File: src/rtl/irq_source_ctrl_pkg.sv
// irq_pkg: shared channel indices and default widths for the CP0 interrupt source block.
package irq_pkg;
    localparam int IRQ_NUM      = 3;
    localparam int IRQ_CH_TIMER = 0;
    localparam int IRQ_CH_BTN0  = 1;
    localparam int IRQ_CH_BTN1  = 2;
    localparam int DEBOUNCE_W   = 16;
    localparam int TIMER_W      = 32;
    typedef logic [IRQ_NUM-1:0] irq_vec_t;
endpackage

File: src/rtl/irq_source_ctrl_if.sv
// irq_source_ctrl_if: control/request bundle between the handler side (master) and irq_source_ctrl (slave).
interface irq_source_ctrl_if #(parameter int TIMER_WIDTH = irq_pkg::TIMER_W);
    import irq_pkg::*;
    logic [1:0]             btn;
    logic                   timer_load;
    logic [TIMER_WIDTH-1:0] timer_din;
    logic                   timer_en;
    irq_vec_t               ack;
    irq_vec_t               intsrc;
    logic [TIMER_WIDTH-1:0] timer_count;
    modport master (output btn, timer_load, timer_din, timer_en, ack, input intsrc, timer_count);
    modport slave  (input btn, timer_load, timer_din, timer_en, ack, output intsrc, timer_count);
endinterface

File: src/rtl/irq_source_ctrl_debouncer.sv
// irq_debouncer: 2-FF synchronizer, stability counter and press (0->1) event for one raw button.
module irq_debouncer #(
    parameter int DEBOUNCE_CYCLES = 16
) (
    input  logic clk,
    input  logic rst_n,
    input  logic i_btn,
    output logic o_event
);
    localparam int CW = $clog2(DEBOUNCE_CYCLES);
    logic [1:0]    r_sync;
    logic [CW-1:0] r_cnt;
    logic          r_stable;
    logic          r_stable_d;
    logic          w_done;
    assign w_done = r_cnt == CW'(DEBOUNCE_CYCLES - 1);
    always_ff @(posedge clk or negedge rst_n) begin
        if (!rst_n) begin
            r_sync     <= '0;
            r_cnt      <= '0;
            r_stable   <= 1'b0;
            r_stable_d <= 1'b0;
        end else begin
            r_sync     <= {r_sync[0], i_btn};
            r_stable_d <= r_stable;
            if (r_sync[1] == r_stable) begin
                r_cnt <= '0;
            end else if (w_done) begin
                r_stable <= r_sync[1];
                r_cnt    <= '0;
            end else begin
                r_cnt <= r_cnt + 1'b1;
            end
        end
    end
    // Only presses matter; releases fall through silently.
    assign o_event = r_stable & ~r_stable_d;
endmodule

File: src/rtl/irq_source_ctrl.sv
// irq_source_ctrl: periodic timer + two debounced buttons feeding CP0 intsrc[2:0] with ack-cleared pending bits.
// Define IRQ_PULSE_EN to drive intsrc as one-cycle event pulses instead of pending levels.
module irq_source_ctrl
    import irq_pkg::*;
#(
    parameter int DEBOUNCE_CYCLES = 16,
    parameter int TIMER_WIDTH     = TIMER_W
) (
    input logic               clk,
    input logic               rst_n,
    irq_source_ctrl_if.slave  bus
);
    logic [TIMER_WIDTH-1:0] r_reload;
    logic [TIMER_WIDTH-1:0] r_count;
    logic [TIMER_WIDTH-1:0] w_count_nxt;
    irq_vec_t               r_pending;
    irq_vec_t               w_event;
    logic                   w_tick;
    irq_debouncer #(.DEBOUNCE_CYCLES(DEBOUNCE_CYCLES)) u_btn0 (
        .clk     (clk),
        .rst_n   (rst_n),
        .i_btn   (bus.btn[0]),
        .o_event (w_event[IRQ_CH_BTN0])
    );
    irq_debouncer #(.DEBOUNCE_CYCLES(DEBOUNCE_CYCLES)) u_btn1 (
        .clk     (clk),
        .rst_n   (rst_n),
        .i_btn   (bus.btn[1]),
        .o_event (w_event[IRQ_CH_BTN1])
    );
    // A load in the same cycle wins over counting, so it also suppresses the expiry event.
    assign w_tick                = bus.timer_en && (r_reload != '0) && !bus.timer_load;
    assign w_event[IRQ_CH_TIMER] = w_tick && (r_count == TIMER_WIDTH'(1));
    always_comb begin
        w_count_nxt = bus.timer_load ? bus.timer_din :
                      !w_tick                         ? r_count :
                      (r_count <= TIMER_WIDTH'(1))    ? r_reload :
                                                        r_count - 1'b1;
    end
    always_ff @(posedge clk or negedge rst_n) begin
        if (!rst_n) begin
            r_reload  <= '0;
            r_count   <= '0;
            r_pending <= '0;
        end else begin
            if (bus.timer_load) r_reload <= bus.timer_din;
            r_count   <= w_count_nxt;
            r_pending <= (r_pending & ~bus.ack) | w_event;
        end
    end
`ifdef IRQ_PULSE_EN
    irq_vec_t r_pulse;
    always_ff @(posedge clk or negedge rst_n) begin
        if (!rst_n) r_pulse <= '0;
        else        r_pulse <= w_event;
    end
    assign bus.intsrc = r_pulse;
`else
    assign bus.intsrc = r_pending;
`endif
    assign bus.timer_count = r_count;
endmodule
File: src/flat_wrapper.sv
// flat-port wrapper written by rule: the top's interface ports become plain ports
module irq_source_ctrl_flat import irq_pkg::*;
#(
    parameter int DEBOUNCE_CYCLES = 16,
    parameter int TIMER_WIDTH     = TIMER_W
)
  (clk, rst_n, bus_btn, bus_timer_load, bus_timer_din, bus_timer_en, bus_ack, bus_intsrc, bus_timer_count);
  irq_source_ctrl_if #(.TIMER_WIDTH(TIMER_WIDTH)) bus_i ();
  input logic clk;
  input logic rst_n;
  input wire logic [$bits(bus_i.btn)-1:0] bus_btn;
  input wire logic [$bits(bus_i.timer_load)-1:0] bus_timer_load;
  input wire logic [$bits(bus_i.timer_din)-1:0] bus_timer_din;
  input wire logic [$bits(bus_i.timer_en)-1:0] bus_timer_en;
  input wire logic [$bits(bus_i.ack)-1:0] bus_ack;
  output wire logic [$bits(bus_i.intsrc)-1:0] bus_intsrc;
  output wire logic [$bits(bus_i.timer_count)-1:0] bus_timer_count;
  assign bus_i.btn = bus_btn;
  assign bus_i.timer_load = bus_timer_load;
  assign bus_i.timer_din = bus_timer_din;
  assign bus_i.timer_en = bus_timer_en;
  assign bus_i.ack = bus_ack;
  assign bus_intsrc = bus_i.intsrc;
  assign bus_timer_count = bus_i.timer_count;
  irq_source_ctrl #(.DEBOUNCE_CYCLES(DEBOUNCE_CYCLES), .TIMER_WIDTH(TIMER_WIDTH)) u_core (.clk(clk), .rst_n(rst_n), .bus(bus_i));
endmodule
File: config.mk
export PLATFORM = sky130hd
export DESIGN_NAME = irq_source_ctrl_flat
export DESIGN_NICKNAME = d
export VERILOG_FILES = /design/src/rtl/irq_source_ctrl_pkg.sv /design/src/rtl/irq_source_ctrl_if.sv /design/src/rtl/irq_source_ctrl_debouncer.sv /design/src/rtl/irq_source_ctrl.sv /design/src/flat_wrapper.sv
export SDC_FILE = /design/constraint.sdc
export NUM_CORES = 1
export LEC_CHECK = 0
export ABC_AREA = 1
export CAP_MARGIN = 20
export CORE_MARGIN = 1.5
export CORE_UTILIZATION = 55
export DETAILED_ROUTE_END_ITERATION = 16
export PLACE_DENSITY = 0.79
export REMOVE_ABC_BUFFERS = 1
export SLEW_MARGIN = 20
export SYNTH_ARGS = -nofsm -noshare
export SYNTH_HDL_FRONTEND = slang
export SYNTH_SLANG_ARGS = --single-unit
File: constraint.sdc
create_clock -name clk -period 4.1 [get_ports clk]
set_input_delay 0.82 -clock clk [delete_from_list [all_inputs] [get_ports clk]]
set_output_delay 0.82 -clock clk [all_outputs]
set_load 0.02 [all_outputs]
== Word-level counts from Yosys, hierarchy flattened ==
Index checks and enable logic that the tools add are counted.
Cells by class
  add/subtract/negate cells: 3
  magnitude comparators: 1
  eq/ne operators: 5
  muxes and demuxes: 7
  bitwise operators: 9
  reductions and logical operators: 8
Operators with widths (count)
  $mux W32: 3
  $eq A32 B1 Y1 const B: 1
  $le A32 B1 Y1 const B: 1
  $reduce_bool A32 Y1: 1
  $sub A32 B1 Y32 const B: 1
  $mux W4: 4
  $add A4 B1 Y4 const B: 2
  $eq A4 B4 Y1 const B: 2
  $not A1 Y1: 4
  $reduce_and A2 Y1: 2
  $and A3 B3 Y3: 1
  $logic_and A1 B1 Y1: 3
  $not A3 Y3: 1
  $or A3 B3 Y3: 1
  $and A1 B1 Y1: 2
  $eq A1 B1 Y1: 2
  $reduce_bool A2 Y1: 1
  $logic_not A1 Y1: 1
Word-level totals
  bits in registers: 83
  input port bits: 41
  output and inout port bits: 35
  word-level logic and storage cells: 44

== Longest topological paths before layout ==
  word-level depth: 5
  depth in mapped cells: 13
  depth with buffers taken out: 12

== Modules after synthesis ==
A second synthesis with hierarchy kept.
Second synthesis, totals
  cell total of the unflattened synthesis: 720
  area, all modules: 4971.0 um2
By module, submodules not included
  irq_source_ctrl: instances 1, cells each 660, area each 4357.9 um2, seq. area each 1676.6 um2
  irq_debouncer: instances 2, cells each 30, area each 306.5 um2, seq. area each 200.2 um2

== Worst setup path after synthesis ==
Ideal clock, no wire load.
  kind: input to register
  from: in bus_timer_load
  to: reg u_core.r_count[0] (netlist: u_core.bus.timer_count[0])
  setup time: 77 ps
  data arrival time: 1806 ps
  required time: 4023 ps
  path slack: 2216 ps
  stages on the path: 6
  buffers on the path: 3
  cells stage by stage: clkbuf_1 -> inv_1 -> clkbuf_1 -> buf_2 -> nand3_1 -> a21oi_1
On the way
  cells in the longest elaborated chain, start to end: 3
  elaborated cells between the ends (all ways): 4
  classes of those cells: 1 x mux; 3 x reduce/logical
RTL lines
  from (decl): line flat_wrapper.sv:12  | input wire logic [$bits(bus_i.timer_load)-1:0] bus_timer_load;
  $logic_not A1 Y1: line irq_source_ctrl.sv:32  | assign w_tick = bus.timer_en && (r_reload != '0) && !bus.timer_load;
  $logic_and A1 B1 Y1: line irq_source_ctrl.sv:32
  $reduce_bool A2 Y1 (no line)
  to (signal assigned): line irq_source_ctrl.sv:47  | r_count <= w_count_nxt;
  to (decl): line irq_source_ctrl.sv:14  | logic [TIMER_WIDTH-1:0] r_count;
Parallel ways exist; a longest one is shown, timed or not.
A chain may end at the register's enable or synchronous reset.

== Worst setup path after layout ==
  from: reg u_core.r_reload[28]
  to: reg u_core.r_count[20] (netlist: u_core.bus.timer_count[20])
On the way
  cells in the longest elaborated chain, start to end: 4
RTL lines
  from (decl): line irq_source_ctrl.sv:13  | logic [TIMER_WIDTH-1:0] r_reload;
  from (signal assigned): line irq_source_ctrl.sv:46  | if (bus.timer_load) r_reload <= bus.timer_din;
  $reduce_bool A32 Y1: line irq_source_ctrl.sv:32
  $logic_and A1 B1 Y1 (2 in series): line irq_source_ctrl.sv:32
  $reduce_bool A2 Y1 (no line)
No other way between the ends.

==> results.txt <==
The flow ran to the end, and the final reports show no timing, DRC or antenna violations. The sequential cell area fraction in the yosys report is 42.7%. The max-slew violation count is 0. The ratio of cells with drive above 1 in the final layout came out at 4.82%. In the post-route analysis, the smallest setup slack over all paths is 1.54 ns. The part of the total power dissipated in sequential elements came out at 45.9%.

The initial antenna violation count came out at 0. The die covers 9430 sq um. In the routed design, unresolved DRC markers number 0. The mapped netlist covers 4870 sq um. For this run, the top clock speed supported by timing is 390 MHz. The multi-input logic area came out at 2430 sq um. The final net count is 808.

The part of the total power dissipated in the clock network is 29.2%. Global routing finished with a remaining overflow of 0. The count of input and output buffers is 75. By area the synthesized netlist is led by sky130_fd_sc_hd__dfrtp_1 43%, sky130_fd_sc_hd__nand2_1 19%, sky130_fd_sc_hd__nor2_1 7.9%. The average cell area after synthesis came out at 6.98 sq um.

The number of filler cells placed in the layout came out at 759. The first global-routing pass estimated 21.3 mm of wire. The static leakage came out at 2.94 nW. OpenSTA, run right after detailed placement, puts the worst setup slack at 1.40 ns.

The normalized max-slew margin came out at 49.4%. At the pin with the least slew margin, the transition time is 0.758 ns. The largest total area in the synthesized netlist belongs to sky130_fd_sc_hd__dfrtp_1. Summed over all nets, the half-perimeter wirelength after detailed placement is 8.82 mm.

The overall routing resource usage came out at 27.8%. The max-capacitance violation count is 0. Internal power comes to 1.41 mW. The via count of the first global-routing pass came out at 4418. The hold buffer count at cts is 0. The synthesized netlist contains 26 unique library cells. The post-cts sizing count came out at 0. The final hold violation count is 0. The clock tree root driver cell is sky130_fd_sc_hd__clkbuf_8.

The CTS sink count is 83. Net switching is 34.3% of the power. The H-tree was split into 3 levels. The CTS tree is built.

The footprint of the flip-flops and latches is 2080 sq um. Summing all non-filler instances in the final layout gives an area of 5870 sq um. The area share of the largest cell type after synthesis is 42.7%. The die height came out at 97.1 um. The power per cell area is 366 nW/um^2.

In the final timing run, aggregate negative setup slack is 0 ns. In the layout the commonest cells are 247 x sky130_fd_sc_hd__nand2_1, 102 x sky130_fd_sc_hd__nor2_1, 83 x sky130_fd_sc_hd__dfrtp_1, 73 x sky130_fd_sc_hd__clkdlybuf4s50_1, 63 x sky130_fd_sc_hd__inv_1. In the routed layout, each cell is associated on average with a via count of 5.22.

Dividing the detail-routed wire length by the instance count gives 14.1 um. The share of total power dissipated in combinational logic is 24.9%. At the end of routability-driven placement, the weighted congestion stood at 0.907. The worst-case clock buffer depth came out at 2. The time the worst path needs with I/O delays and setup is 2.56 ns. The clock input transition at the sequential cells of the worst setup and hold paths came out at 0.10 ns.

The worst setup path is of the register to register kind. The biggest fanout along the worst timing path is 20. Across all hold checks on the routed design, the worst slack comes to 0.359 ns. Across the routed clock network, the largest skew measured is 0.00883 ns. Summing internal, switching and leakage power gives 2.15 mW.

Synthesis inferred 83 register bits. The endpoint type of the worst setup path is a register. For this design the total switching power over the nets is 0.736 mW.

The critical path required time is 4.39 ns. The library cell used most frequently in the layout, excluding fill and tap cells, is sky130_fd_sc_hd__nand2_1. The count of buffers added by post-CTS timing repair for setup is 0. The number of endpoints failing setup at the final stage is 0. Data on the critical path arrives at its endpoint at 2.86 ns. Including well taps, the total number of placed cells is 860.

The pin count of the biggest net entering global routing is 84. The residual antenna-violating net count after detailed routing is 0. The x dimension of the die came out at 97.1 um. For this run, the share of the core covered by cells in the final layout is 67.9%. The worst setup path is launched from a register. Before antenna repair, the detailed router went through 5 iterations. The starting utilization of the core area is 56.4%. The total via count in the routed design is 4569.

The highest ir drop seen on vdd came out at 245 uV. The final cell count without fillers is 876. The number of warnings reported in the yosys synthesis log is 0. The cell area after placement came out at 5660 sq um. The share of the clock period used by the worst path after layout is 62.5%. In this run the count of I/O pins placed on the die edge is 76. Relative to the synthesized area, the layout overhead comes to 20.5%.

The placeable core region is 8640 sq um. 0 antenna diodes ended up in the layout. The path class of the tightest hold or removal check is register to register. The number of standard cells after synthesis is 697. The number of design-rule violations left by the first detailed-router iteration came out at 224. The floorplan has 34 rows.

The clock latency reported for the late side of the worst-skew pair came out at 0.36 ns. The wire length reported by the detailed router came out at 12.3 mm. The TritonCTS buffer count is 9.

Setup repair after global routing left no endpoint under its margin.
cells in the mapped netlist (all sizes together):
cell	number
nand2	250
xor2	6
o22ai	3
clkbuf	12
nor2	111
inv	63
dfrtp	83
a21boi	18
xnor2	15
ha	4
nand4	9
nand3b	2
nor3	1
buf	12
o21ai	23
nand3	65
a21oi	20
logic make-up after synthesis:
group / Yosys count / synth area share [%]
AND/OR/NAND/NOR: 438 / 37.6
buffers and inverters: 87 / 7.35
adder cells (fa/ha/maj): 4 / 1.03
XOR/XNOR: 21 / 3.78
flip-flops: 83 / 42.7
AO/OA/AOI/OAI: 64 / 7.58
final timing paths:
path	depth (start not counted)	slack (ns)	start	end
setup reg to reg	10	1.54	u_core.r_reload[28]	u_core.bus.timer_count[20]
hold / removal	0	0.36	u_core.u_btn1.r_sync[0]	u_core.u_btn1.r_sync[1]
hold reg to reg	0	0.36	u_core.u_btn1.r_sync[0]	u_core.u_btn1.r_sync[1]
min in group asynchronous	1	0.46	rst_n	u_core.u_btn1.r_stable
setup / recovery	10	1.54	u_core.r_reload[28]	u_core.bus.timer_count[20]
max in group asynchronous	1	3.07	rst_n	u_core.u_btn0.r_cnt[3]
power by group through the flow:
| stage | Sequential [mW] | Combinational [mW] | Clock (mW) |
|---|---|---|---|
| final | 0.986 | 0.534 | 0.626 |
| after global routing | 0.998 | 0.602 | 0.664 |
| after CTS | 0.984 | 0.535 | 0.637 |
| after detailed placement | 1.00 | 0.531 | 0 |
| after global placement | 0.997 | 0.524 | 0 |
| after floorplan | 1.03 | 0.270 | 0 |
critical path, cell delays in order (launching register included):
cell and delay [ns]:
sky130_fd_sc_hd__dfrtp_1 0.39, sky130_fd_sc_hd__nor2_1 0.19, sky130_fd_sc_hd__nand2_1 0.08, sky130_fd_sc_hd__nor2_1 0.15, sky130_fd_sc_hd__nand2_1 0.16, sky130_fd_sc_hd__o21ai_1 0.16
sky130_fd_sc_hd__buf_4 0.24, sky130_fd_sc_hd__nand2_1 0.40, sky130_fd_sc_hd__inv_1 0.51, sky130_fd_sc_hd__nand2_1 0.12, sky130_fd_sc_hd__nand2_1 0.09
per-layer routing:
metal / up-vias / track usage [%] / part of all wire, %
met4: 0 / 8.14 / 1.1
li1: 2317 / - / -
met5: - / 0 / 0
met2: 142 / 44.7 / 47
met3: 12 / 4.24 / 5.1
met1: 2098 / 39.1 / 46
area by class of cell:
type                       count  share of cell area (%)
clock buffer                   9                    2.11
clock inverter                 7                    1.41
inverter                      63                    4.03
multi-input combinational    527                    41.5
sequential                    83                    35.4
tap                          108                    2.30
timing repair buffer          79                    13.2
registers in the layout, summed over array words and instances, names as in the netlist:
register / flops
u_core.u_btn1.r_cnt: 4
u_core.bus.intsrc: 3
u_core.u_btn0.r_stable: 1
u_core.u_btn0.r_cnt: 4
u_core.u_btn0.r_stable_d: 1
u_core.u_btn0.r_sync: 2
u_core.bus.timer_count: 32
u_core.u_btn1.r_stable: 1
u_core.u_btn1.r_stable_d: 1
u_core.r_reload: 32
u_core.u_btn1.r_sync: 2
Note: power is estimated with default switching activity, not from simulation.
